**config.mk**
```make
export PLATFORM = sky130hd
export DESIGN_NAME = write_ddr_control
export DESIGN_NICKNAME = d
export VERILOG_FILES = /design/src/rtl/write_ddr_control_pkg.sv /design/src/rtl/write_ddr_control.sv
export SDC_FILE = /design/constraint.sdc
export NUM_CORES = 1
export LEC_CHECK = 0
export CORE_AREA = 2 2 470 472
export CTS_CLUSTER_DIAMETER = 30
export CTS_CLUSTER_SIZE = 30
export DETAILED_ROUTE_END_ITERATION = 10
export DIE_AREA = 0 0 472 474
export GPL_TIMING_DRIVEN = 0
export HOLD_SLACK_MARGIN = 0.02
export SLEW_MARGIN = 20
export SYNTH_ARGS = -nofsm -noshare
export SYNTH_HDL_FRONTEND = slang
export SYNTH_SLANG_ARGS = --single-unit
```
**constraint.sdc**
```tcl
create_clock -name system_clk -period 3.5 [get_ports system_clk]
set_input_delay 0.7 -clock system_clk [delete_from_list [all_inputs] [get_ports system_clk]]
set_output_delay 0.7 -clock system_clk [all_outputs]
set_load 0.01 [all_outputs]
```
**src/rtl/write_ddr_control_pkg.sv**
```systemverilog
// Shared types and constants for the DDR write controller (64-beat INCR bursts on AXI4).
// Also supplies default widths when the MEM_ADDR_WIDTH / MEM_DATA_WIDTH macros are not set.
`ifndef MEM_ADDR_WIDTH
`define MEM_ADDR_WIDTH 32
`endif
`ifndef MEM_DATA_WIDTH
`define MEM_DATA_WIDTH 512
`endif

package write_ddr_control_pkg;

  typedef enum logic [1:0] {
    WRITE_IDLE = 2'd0,
    WRITE_REQ  = 2'd1,
    WRITE_DATA = 2'd2,
    WRITE_RESP = 2'd3
  } write_state_e;

  // Each burst covers 64 beats x 64 bytes = one 4 KiB page.
  localparam logic [31:0] BURST_STRIDE    = 32'h1000;
  localparam int          BEATS_PER_BURST = 64;

  localparam logic [7:0] AXI_AWLEN   = 8'(BEATS_PER_BURST - 1);
  localparam logic [2:0] AXI_AWSIZE  = 3'b110;
  localparam logic [1:0] AXI_AWBURST = 2'b01;
  localparam logic [3:0] AXI_AWCACHE = 4'b0011;
  localparam logic [1:0] BRESP_OKAY  = 2'b00;
  localparam logic [5:0] LAST_BEAT   = 6'(BEATS_PER_BURST - 1);

endpackage

```
**src/rtl/write_ddr_control.sv**
```systemverilog
// Streams an output feature map to DDR as a series of 64-beat AXI4 write bursts, one outstanding.
// Optional feature: define WRITE_RESP_CHECK_EN to latch a sticky write_error on any non-OKAY BRESP.
//
// Handshakes: a transfer happens on a channel in exactly the cycle where its valid and ready are
// both high; valid never depends on ready. Upstream beats pass straight through in WRITE_DATA, so
// write_data_valid/write_data_ready behave as the W channel's wvalid/wready.
module write_ddr_control
  import write_ddr_control_pkg::*;
#(
  parameter int MEM_ADDR_WIDTH = `MEM_ADDR_WIDTH,
  parameter int MEM_DATA_WIDTH = `MEM_DATA_WIDTH
) (
  input  logic                        system_clk,
  input  logic                        rst_n,
  input  logic                        task_start,
  input  logic [MEM_ADDR_WIDTH-1:0]   write_base_addr,
  input  logic [15:0]                 write_burst_num,
  input  logic                        write_burst_avail,
  input  logic [MEM_DATA_WIDTH-1:0]   write_data,
  input  logic                        write_data_valid,
  output logic                        write_data_ready,
  output logic                        write_done,
  output logic                        write_error,
  output logic [MEM_ADDR_WIDTH-1:0]   m00_axi_awaddr,
  output logic [7:0]                  m00_axi_awlen,
  output logic [2:0]                  m00_axi_awsize,
  output logic [1:0]                  m00_axi_awburst,
  output logic                        m00_axi_awlock,
  output logic [3:0]                  m00_axi_awcache,
  output logic [2:0]                  m00_axi_awprot,
  output logic [3:0]                  m00_axi_awqos,
  output logic                        m00_axi_awvalid,
  input  logic                        m00_axi_awready,
  output logic [MEM_DATA_WIDTH-1:0]   m00_axi_wdata,
  output logic [MEM_DATA_WIDTH/8-1:0] m00_axi_wstrb,
  output logic                        m00_axi_wlast,
  output logic                        m00_axi_wvalid,
  input  logic                        m00_axi_wready,
  input  logic [1:0]                  m00_axi_bresp,
  input  logic                        m00_axi_bvalid,
  output logic                        m00_axi_bready,
  output logic [1:0]                  dbg_state
);

  write_state_e              state_q, state_d;
  logic [15:0]               burst_cnt_q, burst_cnt_d;
  logic [5:0]                beat_cnt_q, beat_cnt_d;
  logic                      write_req_q, write_req_d;
  logic [MEM_ADDR_WIDTH-1:0] awaddr_q, awaddr_d;
  logic [MEM_ADDR_WIDTH-1:0] base_q, base_d;
  logic [15:0]               num_q, num_d;
  logic                      abandon_q, abandon_d;
  logic                      zero_done_q, zero_done_d;

  logic w_fire;
  logic b_fire;
  logic last_burst;
  logic task_done;
  logic beat_last;

  assign beat_last  = (beat_cnt_q == LAST_BEAT);
  assign w_fire     = (state_q == WRITE_DATA) && write_data_valid && m00_axi_wready;
  assign b_fire     = (state_q == WRITE_RESP) && m00_axi_bvalid;
  assign last_burst = (burst_cnt_q == (num_q - 16'd1));
  // A burst finishing after a mid-flight task_start belongs to the old task: no count, no done.
  assign task_done  = b_fire && !abandon_q && write_req_q && last_burst;

  // State register
  always_ff @(posedge system_clk or negedge rst_n) begin
    if (!rst_n) begin
      state_q <= WRITE_IDLE;
    end else begin
      state_q <= state_d;
    end
  end

  // Next-state logic
  always_comb begin
    state_d = state_q;
    case (state_q)
      WRITE_IDLE: if (write_req_q && write_burst_avail && !task_start) state_d = WRITE_REQ;
      WRITE_REQ:  if (m00_axi_awready) state_d = WRITE_DATA;
      WRITE_DATA: if (w_fire && beat_last) state_d = WRITE_RESP;
      WRITE_RESP: if (m00_axi_bvalid) state_d = WRITE_IDLE;
      default:    state_d = WRITE_IDLE;
    endcase
  end

  // Task bookkeeping and burst address generation
  always_comb begin
    burst_cnt_d = burst_cnt_q;
    beat_cnt_d  = beat_cnt_q;
    write_req_d = write_req_q;
    awaddr_d    = awaddr_q;
    base_d      = base_q;
    num_d       = num_q;
    abandon_d   = abandon_q;
    zero_done_d = 1'b0;

    if ((state_q == WRITE_IDLE) && (state_d == WRITE_REQ)) begin
      awaddr_d = base_q + MEM_ADDR_WIDTH'(burst_cnt_q) * MEM_ADDR_WIDTH'(BURST_STRIDE);
    end

    if (w_fire) begin
      beat_cnt_d = beat_last ? 6'd0 : beat_cnt_q + 6'd1;
    end

    if (b_fire) begin
      abandon_d = 1'b0;
      if (!abandon_q) begin
        burst_cnt_d = burst_cnt_q + 16'd1;
        if (last_burst) write_req_d = 1'b0;
      end
    end

    // A new task never cuts the AXI burst short; the in-flight burst is marked as abandoned.
    if (task_start) begin
      base_d      = write_base_addr;
      num_d       = write_burst_num;
      burst_cnt_d = 16'd0;
      write_req_d = (write_burst_num != 16'd0);
      zero_done_d = (write_burst_num == 16'd0);
      abandon_d   = (state_q != WRITE_IDLE) && !b_fire;
    end
  end

  always_ff @(posedge system_clk or negedge rst_n) begin
    if (!rst_n) begin
      burst_cnt_q <= '0;
      beat_cnt_q  <= '0;
      write_req_q <= 1'b0;
      awaddr_q    <= '0;
      base_q      <= '0;
      num_q       <= '0;
      abandon_q   <= 1'b0;
      zero_done_q <= 1'b0;
    end else begin
      burst_cnt_q <= burst_cnt_d;
      beat_cnt_q  <= beat_cnt_d;
      write_req_q <= write_req_d;
      awaddr_q    <= awaddr_d;
      base_q      <= base_d;
      num_q       <= num_d;
      abandon_q   <= abandon_d;
      zero_done_q <= zero_done_d;
    end
  end

  // Output logic
  always_comb begin
    m00_axi_awvalid  = (state_q == WRITE_REQ);
    m00_axi_awaddr   = awaddr_q;
    m00_axi_wvalid   = (state_q == WRITE_DATA) && write_data_valid;
    write_data_ready = (state_q == WRITE_DATA) && m00_axi_wready;
    m00_axi_wlast    = (state_q == WRITE_DATA) && beat_last;
    m00_axi_wdata    = write_data;
    m00_axi_wstrb    = '1;
    m00_axi_bready   = (state_q == WRITE_RESP);
    write_done       = zero_done_q || task_done;
    dbg_state        = state_q;
  end

  assign m00_axi_awlen   = AXI_AWLEN;
  assign m00_axi_awsize  = AXI_AWSIZE;
  assign m00_axi_awburst = AXI_AWBURST;
  assign m00_axi_awlock  = 1'b0;
  assign m00_axi_awcache = AXI_AWCACHE;
  assign m00_axi_awprot  = 3'b000;
  assign m00_axi_awqos   = 4'b0000;

`ifdef WRITE_RESP_CHECK_EN
  logic error_q, error_d;

  always_comb begin
    error_d = error_q;
    if (b_fire && (m00_axi_bresp != BRESP_OKAY)) error_d = 1'b1;
    if (task_start) error_d = 1'b0;
  end

  always_ff @(posedge system_clk or negedge rst_n) begin
    if (!rst_n) begin
      error_q <= 1'b0;
    end else begin
      error_q <= error_d;
    end
  end

  assign write_error = error_q;
`else
  logic unused_bresp;
  assign unused_bresp = ^m00_axi_bresp;
  assign write_error  = 1'b0;
`endif

endmodule

```
==> results <==
-- logic make-up after synthesis --
family	after synthesis	share of synthesized area, %
AOI/OAI and AO/OA	123	7.932
xor gates and xnor gates	38	3.216
adders and majority gates	20	2.491
buffers and inverters	645	45.32
DFF	107	25.88
muxes	49	5.284
other	2	0.07258
and+or+nand+nor	210	9.806
-- worst paths after layout --
| kind | to | slack, ns |
|---|---|---|
| max | write_done | -0.17 |
| min | zero_done_q$_DFF_PN0_ | 0.22 |
| max reg2reg | m00_axi_awaddr[29]$_DFFE_PN0P_ | 0.50 |
| min reg2reg | m00_axi_awaddr[4]$_DFFE_PN0P_ | 0.47 |
| max in group asynchronous | m00_axi_awaddr[9]$_DFFE_PN0P_ | 2.49 |
| min in group system_clk | m00_axi_awaddr[4]$_DFFE_PN0P_ | 0.47 |
-- through the flow --
step	area [um^2]	setup TNS [ns]	hold WS, ns	setup WS, ns	cells
detailed placement	20440	-6.539	0.4595	-1.664	4763
global placement	20340	-372.93	0.4447	-3.266	4759
finish	21040	-0.1680	0.2249	-0.1680	4830
floorplan	10680	0	0.4044	0.4532	1282
CTS	20880	-0.2211	0.1907	-0.2211	4783
global route	20970	-0.3207	0.2332	-0.3207	4799
-- routing by layer --
layer	global-route usage [%]	wire length [um]
met1	12.51	50050
met2	24.51	79370
met3	7.763	20260
met4	1.560	3064
met5	0.5840	908
-- flip-flops by register name (all words and copies together) (netlist names) --
register	flops
dbg_state	2
zero_done_q	1
num_q	16
abandon_q	1
m00_axi_awaddr	32
burst_cnt_q	16
base_q	32
beat_cnt_q	6
write_req_q	1
-- cells in the final DEF, fill, tap and decap left out, drive strengths merged, types with 6 or more instances in the layout --
cell / n
buf: 629
clkdlybuf4s50: 603
dfrtp: 107
conb: 90
nand2: 86
mux2: 45
diode: 40
o21ai: 28
nor2: 28
clkbuf: 25
inv: 21
a21oi: 20
nor3: 20
xor2: 19
xnor2: 19
ha: 19
o21a: 14
nand3: 13
o31ai: 11
nor4: 11
a21o: 9
and3: 8
a211oi: 8
nand4: 7
nor2b: 7
or4: 7
or3: 7
a31oi: 6
o211ai: 6
-- power by group through the flow --
| stage | Sequential [W] | Combinational, W | Clock [W] |
|---|---|---|---|
| 2_1_floorplan | 0.00175 | 0.00121 | 0 |
| 3_3_place_gp | 0.00173 | 0.00330 | 0 |
| 3_5_place_dp | 0.00174 | 0.00334 | 0 |
| 4_1_cts | 0.00172 | 0.00337 | 0.00127 |
| 5_1_grt | 0.00175 | 0.00344 | 0.00129 |
| 6_report | 0.00171 | 0.00322 | 0.00120 |
-- area by class of cell --
class                   count  area, um^2
fillers                 25401      197600
repair buffers            624        6266
plain buffers             625        4636
well taps                2871        3592
multi-input cells         530        3391
flip-flops and latches    107        2683
clock buffers               9       225.2
diodes                     40       100.1
clock inverters             7       86.33
inverters                  17       63.81
-- critical path, cell delays in order --
cell and delay, ns:
clkdlybuf4s50_1 0.55, and4b_4 0.42, nand3_1 0.18, a2111oi_4 0.24, o211ai_1 0.19, nor4_1 0.28, a21o_2 0.24, buf_6 0.14
-- what timing repair did --
item	4_1_cts	5_1_grt
endpoints found under the setup margin	8	2
buffers inserted	7	7
resized for setup	29	4
pin swaps	5	6
==> results.toml <==
[outcome]
status = "finished, violations left"
violations = "setup timing"

[grt]
grt_pass1_vias = 10788
grt_pass1_wl_um = 174400
antenna_found_initial = 262
grt_max_degree = 60
grt_overflow = 0
grt_usage_pct = 13.11

[finish]
area_growth_pct = 103.4
drive_above_1_share_pct = 37.00
utilization_pct = 9.624
layout.nets = 2504

[yosys]
synth_top_area_cell = "buf_4"
synthTopCellsByArea = "buf_4 (44%), dfrtp_1 (26%), mux2_2 (4.9%), nand2_1 (3.1%), ha_1 (2.3%)"
netlist_top_cells_count = "buf_4 (602), dfrtp_1 (107), nand2_1 (86)"
synth-edff-count = 0
yosysWarnings = 0
synth-async-reset-ratio_pct = 100.0
synth.avg_cell_area_um2 = 8.666
syn_area_mm2 = 0.01035
yosys_most_used_dff = "dfrtp_1"
yosysSeqAreaShare_pct = 25.88
ys_seq_elements = 107
synth_top_cell_area_share_pct = 43.68
ys_types = 57
netlist_instances = 1194
yosysMostFrequentCell = "buf_4"

[sta]
finalCritPeriodShare_pct = 104.8
slew_violations = 0
setup_violations = 1
slew_headroom_pct = 36.69
rsz0062_at_grt = "true"
worstMarginPinSlew_ns = 0.9496
finalHoldViolations = 0
fmax_mhz = 272.6
finalWorstSetupSlack_ns = -0.1680
min_period_ns = 3.668
fin_skew_ns = 0.01639

[pwr]
ir_drop_uv = 247.0
seq_power_share_pct = 27.9
internal_power_w = 0.003617
power.density_mw_per_mm2 = 291.1
p_sw_w = 0.002510
leakagePower_nw = 8.403
clkPwrFrac_pct = 19.6
total_power_w = 0.006127
p_sw_share_pct = 40.96
p_comb_share_pct = 52.5

[worst_setup_path]
reg2regPathDepth = 7
crit_fanout = 10
arrival_ns = 2.97
crit_start = "m00_axi_bvalid"
end_kind = "output pin"
startpoint_type = "primary input"
timing.rr.start = "burst_cnt_q[1]$_DFFE_PN0P_"
critPathKind = "in -> out"
cp.required_ns = 2.80

[clocking]
clockBufferDepth = 2
clock_latency_ns = 0.41
holdBufCountCts = 0
htreeDepth = 3
cts_made_buffers = 9
cts_tree = "yes"
clockRootBuffer = "clkbuf_16"
clk_pin_slew_ns = 0.10
cts_num_sinks = 107

[hold_path]
worstHoldPathType = "in -> async"

[floorplan]
dieArea_mm2 = 0.2237
start_util_pct = 4.732
pin_count = 1212
die_height_um = 474
die_w_um = 472
rows = 172
core_area_mm2 = 0.2187

[place]
gp_congestion = 1.183
place_hpwl_um = 146100
io_buffers = 606

[route]
drtIter0Drc = 701
antenna_left = 0
routed_via_density = 2.424
wl_per_cell_um = 31.81
wirelength_um = 153700
dr.pass1.iters = 5
drc_errors = 0
num_vias = 11710

[flow_run]
maxCapViolations = 0
Power figures use the tool's default switching activity.
